<file path="src/rtl/latch_bank_pkg.sv">
// latch_bank_pkg
// Shared helpers for the sticky event latch bank:
//   idx_width  - width of a channel index, never less than one bit
//   lowest_set - priority encoder returning the lowest set bit position
// Vectors handed to lowest_set are zero-extended to MAX_WIDTH bits, so
// the bank supports up to MAX_WIDTH channels.
package latch_bank_pkg;

    localparam int MAX_WIDTH = 64;

    function automatic int idx_width(input int n);
        return (n <= 1) ? 1 : $clog2(n);
    endfunction

    // Scan from the top down so the last hit written is the lowest index.
    function automatic int lowest_set(input logic [MAX_WIDTH-1:0] vec);
        int idx;
        idx = 0;
        for (int i = MAX_WIDTH - 1; i >= 0; i--) begin
            if (vec[i]) begin
                idx = i;
            end
        end
        return idx;
    endfunction

endpackage

</file>
<file path="src/rtl/latch_bank_if.sv">
// latch_bank_if
// Bundles the channel-facing signals of the latch bank.
//   raw         - asynchronous button levels (master -> slave)
//   clr         - per-channel sticky clear mask (master -> slave)
//   first_ack   - consumes the first-event capture (master -> slave)
//   stable      - debounced levels (slave -> master)
//   press       - one-cycle rising pulses (slave -> master)
//   q, any_q    - sticky flags and their OR (slave -> master)
//   first_valid - a first-event capture is held (slave -> master)
//   first_idx   - captured channel index (slave -> master)
interface latch_bank_if
    import latch_bank_pkg::*;
#(
    parameter int WIDTH = 4
);
    localparam int IW = idx_width(WIDTH);

    logic [WIDTH-1:0] raw;
    logic [WIDTH-1:0] clr;
    logic             first_ack;
    logic [WIDTH-1:0] stable;
    logic [WIDTH-1:0] press;
    logic [WIDTH-1:0] q;
    logic             any_q;
    logic             first_valid;
    logic [IW-1:0]    first_idx;

    modport master (
        output raw, clr, first_ack,
        input  stable, press, q, any_q, first_valid, first_idx
    );

    modport slave (
        input  raw, clr, first_ack,
        output stable, press, q, any_q, first_valid, first_idx
    );

endinterface

</file>
<file path="src/rtl/debounce_channel.sv">
// debounce_channel
// One input channel: two-flop synchroniser, debounce counter, stable
// level register and a registered rising-edge pulse.
//   clk    - clock
//   rst_n  - asynchronous active-low reset
//   raw    - asynchronous level input
//   stable - debounced level
//   press  - one-cycle pulse on a stable 0->1 transition
module debounce_channel #(
    parameter int DEBOUNCE_CYCLES = 16
) (
    input  logic clk,
    input  logic rst_n,
    input  logic raw,
    output logic stable,
    output logic press
);

    localparam int CW = $clog2(DEBOUNCE_CYCLES + 1);
    localparam logic [CW-1:0] CNT_LAST = CW'(DEBOUNCE_CYCLES - 1);

    logic          s1_reg;
    logic          s2_reg;
    logic [CW-1:0] cnt_reg;
    logic [CW-1:0] cnt_next;
    logic          stable_reg;
    logic          stable_next;
    logic          press_reg;
    logic          press_next;

    // A sample matching the stable level restarts the count, so a glitch
    // back to the old level throws away any progress towards a change.
    always_comb begin
        cnt_next    = cnt_reg;
        stable_next = stable_reg;
        if (s2_reg == stable_reg) begin
            cnt_next = '0;
        end else if (cnt_reg == CNT_LAST) begin
            stable_next = s2_reg;
            cnt_next    = '0;
        end else begin
            cnt_next = cnt_reg + CW'(1);
        end
        // Registered alongside stable so the pulse lines up with the rise.
        press_next = stable_next & ~stable_reg;
    end

    always_ff @(posedge clk or negedge rst_n) begin
        if (!rst_n) begin
            s1_reg     <= 1'b0;
            s2_reg     <= 1'b0;
            cnt_reg    <= '0;
            stable_reg <= 1'b0;
            press_reg  <= 1'b0;
        end else begin
            s1_reg     <= raw;
            s2_reg     <= s1_reg;
            cnt_reg    <= cnt_next;
            stable_reg <= stable_next;
            press_reg  <= press_next;
        end
    end

    assign stable = stable_reg;
    assign press  = press_reg;

endmodule

</file>
<file path="src/rtl/latch_bank.sv">
// latch_bank
// Bank of WIDTH sticky event latches fed by debounced button inputs,
// plus a capture of the first channel to fire since the last acknowledge.
//   clk   - clock, all state on its rising edge
//   rst_n - asynchronous active-low reset
//   bus   - latch_bank_if slave: raw/clr/first_ack in,
//           stable/press/q/any_q/first_valid/first_idx out
module latch_bank
    import latch_bank_pkg::*;
#(
    parameter int               WIDTH           = 4,
    parameter int               DEBOUNCE_CYCLES = 16,
    parameter logic [WIDTH-1:0] RESET_VALUE     = '0
) (
    input  logic         clk,
    input  logic         rst_n,
    latch_bank_if.slave  bus
);

    localparam int IW = idx_width(WIDTH);

    logic [WIDTH-1:0] stable;
    logic [WIDTH-1:0] press;
    logic [WIDTH-1:0] q_reg;
    logic [WIDTH-1:0] q_next;
    logic             first_valid_reg;
    logic             first_valid_next;
    logic [IW-1:0]    first_idx_reg;
    logic [IW-1:0]    first_idx_next;

    for (genvar gi = 0; gi < WIDTH; gi++) begin : g_ch
        debounce_channel #(
            .DEBOUNCE_CYCLES(DEBOUNCE_CYCLES)
        ) u_ch (
            .clk    (clk),
            .rst_n  (rst_n),
            .raw    (bus.raw[gi]),
            .stable (stable[gi]),
            .press  (press[gi])
        );

        // Set beats clear so a press landing with a clear is never lost.
        always_comb begin
            q_next[gi] = q_reg[gi];
            if (press[gi]) begin
                q_next[gi] = 1'b1;
            end else if (bus.clr[gi]) begin
                q_next[gi] = 1'b0;
            end
        end
    end

    // An acknowledge frees the capture slot in the same cycle, so a press
    // arriving with the ack becomes the new capture rather than being lost.
    always_comb begin
        first_valid_next = first_valid_reg;
        first_idx_next   = first_idx_reg;
        if ((!first_valid_reg || bus.first_ack) && (press != '0)) begin
            first_valid_next = 1'b1;
            first_idx_next   = IW'(lowest_set(MAX_WIDTH'(press)));
        end else if (bus.first_ack) begin
            first_valid_next = 1'b0;
        end
    end

    always_ff @(posedge clk or negedge rst_n) begin
        if (!rst_n) begin
            q_reg           <= RESET_VALUE;
            first_valid_reg <= 1'b0;
            first_idx_reg   <= '0;
        end else begin
            q_reg           <= q_next;
            first_valid_reg <= first_valid_next;
            first_idx_reg   <= first_idx_next;
        end
    end

    assign bus.stable      = stable;
    assign bus.press       = press;
    assign bus.q           = q_reg;
    assign bus.any_q       = |q_reg;
    assign bus.first_valid = first_valid_reg;
    assign bus.first_idx   = first_idx_reg;

endmodule

</file>
<file path="src/flat_wrapper.sv">
// flat-port wrapper written by rule: the top's interface ports become plain ports
module latch_bank_flat import latch_bank_pkg::*;
#(
    parameter int               WIDTH           = 4,
    parameter int               DEBOUNCE_CYCLES = 16,
    parameter logic [WIDTH-1:0] RESET_VALUE     = '0
)
  (clk, rst_n, bus_raw, bus_clr, bus_first_ack, bus_stable, bus_press, bus_q, bus_any_q, bus_first_valid, bus_first_idx);
  latch_bank_if #(.WIDTH(WIDTH)) bus_i ();
  input  logic clk;
  input  logic rst_n;
  input wire logic [$bits(bus_i.raw)-1:0] bus_raw;
  input wire logic [$bits(bus_i.clr)-1:0] bus_clr;
  input wire logic [$bits(bus_i.first_ack)-1:0] bus_first_ack;
  output wire logic [$bits(bus_i.stable)-1:0] bus_stable;
  output wire logic [$bits(bus_i.press)-1:0] bus_press;
  output wire logic [$bits(bus_i.q)-1:0] bus_q;
  output wire logic [$bits(bus_i.any_q)-1:0] bus_any_q;
  output wire logic [$bits(bus_i.first_valid)-1:0] bus_first_valid;
  output wire logic [$bits(bus_i.first_idx)-1:0] bus_first_idx;
  assign bus_i.raw = bus_raw;
  assign bus_i.clr = bus_clr;
  assign bus_i.first_ack = bus_first_ack;
  assign bus_stable = bus_i.stable;
  assign bus_press = bus_i.press;
  assign bus_q = bus_i.q;
  assign bus_any_q = bus_i.any_q;
  assign bus_first_valid = bus_i.first_valid;
  assign bus_first_idx = bus_i.first_idx;
  latch_bank #(.WIDTH(WIDTH), .DEBOUNCE_CYCLES(DEBOUNCE_CYCLES), .RESET_VALUE(RESET_VALUE)) u_core (.clk(clk), .rst_n(rst_n), .bus(bus_i));
endmodule
</file>
<file path="config.mk">
export PLATFORM = sky130hd
export DESIGN_NAME = latch_bank_flat
export DESIGN_NICKNAME = d
export VERILOG_FILES = /design/src/rtl/latch_bank_pkg.sv /design/src/rtl/latch_bank_if.sv /design/src/rtl/debounce_channel.sv /design/src/rtl/latch_bank.sv /design/src/flat_wrapper.sv
export SDC_FILE = /design/constraint.sdc
export NUM_CORES = 1
export LEC_CHECK = 0
export CAP_MARGIN = 20
export CORE_MARGIN = 2
export CORE_UTILIZATION = 34
export DETAILED_ROUTE_END_ITERATION = 8
export GPL_ROUTABILITY_DRIVEN = 0
export SYNTH_ARGS = -nofsm -noshare
export SYNTH_HDL_FRONTEND = slang
export SYNTH_SLANG_ARGS = --single-unit
</file>
<file path="constraint.sdc">
create_clock -name clk -period 1.3 [get_ports clk]
set_clock_uncertainty 0.15 [all_clocks]
set_input_delay 0.13 -clock clk [delete_from_list [all_inputs] [get_ports clk]]
set_output_delay 0.13 -clock clk [all_outputs]
set_load 0.03 [all_outputs]
</file>
==> out/results.ini <==
[outcome]
status = finished, violations left
violations = setup timing

[sta]
slew_headroom_pct = 77.93
period_share_pct = 126.8
finalCriticalPeriod_ns = 1.648
holdWs_ns = 0.1185
slew_viol_final = 0
fmax_mhz = 606.7
setup_ws_ns = -0.3484
grt_setup_unrepaired = true
finalSetupViolations = 5
hold_viol = 0
worstMarginPinSlew_ns = 0.3299

[logic_synthesis]
netlist_area_sq_mm = 0.001757
ys_async_sr_fraction_pct = 100.0
synth_ff_type = dfrtp_1
synth_top_cell_by_area = dfrtp_1
ys_warn_count = 0
synthCells = 138
ys_seq_area_share_pct = 61.25
synth_most_common_cell = dfrtp_1
syn-num-nets = 153
synthTopCellsByArea = dfrtp_1 61%, buf_4 3.4%, xor2_1 3.0%, ha_1 2.8%, nor2_1 2.6%
netlist_top_cells_count = 43 x dfrtp_1, 12 x nor2_1, 8 x buf_4
synth.distinct_cells = 34
avgSynthCellArea_sq_um = 12.73
yosysTopAreaCellShare_pct = 61.25
synth-seq-cells = 43
synth_edf_count = 0

[critical_path]
critPathRequiredTime_ns = 1.02
critical-path-top-delay-family = simple AND/OR/NAND/NOR gates
crit_path_start = u_core.bus.q[0]
cp.arrival_ns = 1.37
cp_num_buf_inv = 1
endpoint_kind = output port
critPathLaunchType = register
crit_slowest_cell = or4_4
path_cells = or4_4, buf_6
crit_type = reg -> out
cp_slowest_stage_delay_ns = 0.51
worstPathMaxFanout = 2
worstReg2RegStart = u_core.g_ch[2].u_ch.cnt_reg[0]

[place]
dpl_cell_area_sq_mm = 0.002216
port-buffer-count = 26
hpwl_um = 2264
dp_slack_ns = -0.4981

[layout]
fillers = 428
nets = 202
syn2layout_area_growth_pct = 42.38
design_area_sq_mm = 0.002501
diodes = 0
largest_register_ffs = 20
drive_gt1_share_pct = 43.09

[floorplanning]
core_area_sq_mm = 0.005042
fp.dieW_um = 75.88
die_area_sq_mm = 0.005758
io_pins = 27
rows = 26
die_h_um = 75.88
initial_core_util_pct = 34.84

[cts]
root_buffer = clkbuf_8
cts_tree = built
htreeDepth = 2
clock-sinks = 43
numCtsBuffers = 5
cts_max_path_buffers = 2
cts.clk_slew.worst_paths_ns = 0.08
clk_latency_ns = 0.29

[grt]
grt_usage_pct = 12.92
grt_max_degree = 44
antenna_found_initial = 0
grt.overflow.total = 0
grt_pass1_vias = 1255
grt_pass1_wl_um = 5423

[route]
vias = 1164
vias_per_cell = 4.512
firstDrtPassIters = 2
wl_per_cell_um = 12.59
drtAntennaViolNets = 0
drc = 0
drtIter0Drc = 11
totalWireLength_um = 3247

[min_path]
hold_path.class = in -> reg
hp-start = bus_raw[2]

[run]
drv_cap = 0

[power_and_ir_drop]
power_frac_clock_pct = 39.6
switching_share_pct = 21.61
fin_total_pwr_mw = 2.716
power_frac_comb_pct = 7.9
ir_worst_vdd_uv = 691.0
p_leak_nw = 1.200
p_seq_share_pct = 52.5
power_density_mw_per_mm2 = 1086
intPower_mw = 2.129
p_switching_mw = 0.5869

worst reg2reg max path, stage by stage, from the launching register on:
cell     delay (ns)
dfrtp_1        0.36
ha_2           0.19
nand3_2        0.10
nor2_2         0.12
mux2_4         0.31
final cells by class:
cell class	instances	area, sq um	area share, %
clock buffers	6	82.58	3.302
clock inverters	2	35.03	1.401
inverters	6	22.52	0.9004
multi-input cells	81	745.7	29.81
flip-flops and latches	43	1080	43.17
well taps	70	87.58	3.502
repair buffers	50	447.9	17.91
placed cells by master, fill, tap and decap left out, drive strengths merged, types with 3 or more instances in the layout:
cell,n
nor2,15
inv,6
buf,40
xnor2,4
o21ai,3
dfrtp,43
xor2,6
clkbuf,6
nor4b,4
a21o,4
mux2,4
clkdlybuf4s50,9
nand2b,5
nand2,6
ha,4
nand3,8
worst paths after layout:
path	endpoint	slack, ns	cells past startpoint
max	bus_any_q	-0.35	2
min	u_core.g_ch[2].u_ch.s1_reg	0.12	1
max reg2reg	u_core.g_ch[2].u_ch.stable	-0.05	4
min reg2reg	u_core.g_ch[0].u_ch.s2_reg	0.20	0
max in group asynchronous	u_core.bus.q[2]	0.60	3
min in group asynchronous	u_core.g_ch[0].u_ch.stable	0.18	3
power by group through the flow:
stage	combinational [mW]	sequential [mW]	clock (mW)
finish	0.215	1.43	1.08
global route	0.242	1.43	1.16
CTS	0.204	1.42	1.13
detailed placement	0.194	1.45	0
global placement	0.185	1.45	0
floorplan	0.0809	1.45	0
cell families (layout without fill, tap and decap cells):
logic type | count (synthesis) | after routing | share of synthesized area (%)
muxes | 4 | 4 | 2.564
AOI/OAI and AO/OA | 13 | 13 | 5.270
DFF | 43 | 43 | 61.25
adders and majority gates | 4 | 4 | 2.849
xor gates and xnor gates | 10 | 10 | 4.986
and+or+nand+nor | 50 | 50 | 18.38
buffers and inverters | 14 | 64 | 4.701
per-stage QoR:
| stage | utilization (%) | cells | setup TNS, ns |
|---|---|---|---|
| after global routing | 49.60 | 258 | -0.7557 |
| final | 49.60 | 258 | -0.4568 |
| after floorplan | - | 138 | -0.1676 |
| after detailed placement | 43.95 | 246 | -0.7776 |
| after global placement | 43.95 | 246 | -0.5792 |
| after CTS | 47.37 | 256 | -0.4775 |
what timing repair did:
action	CTS	global route
pin swaps	3	5
hold endpoints to repair	43	0
setup buffers	1	3
hold buffers	1	0
setup endpoints to repair	11	22
resized for setup	15	20
routing by layer:
layer	up-vias	routed length (um)	GRT usage, %
met1	577	1409	14.08
met4	0	65	6.433
met2	24	1650	22.80
li1	556	-	-
met5	-	0	0
met3	7	122	3.704
No activity file was read; power rests on OpenSTA's default activity.
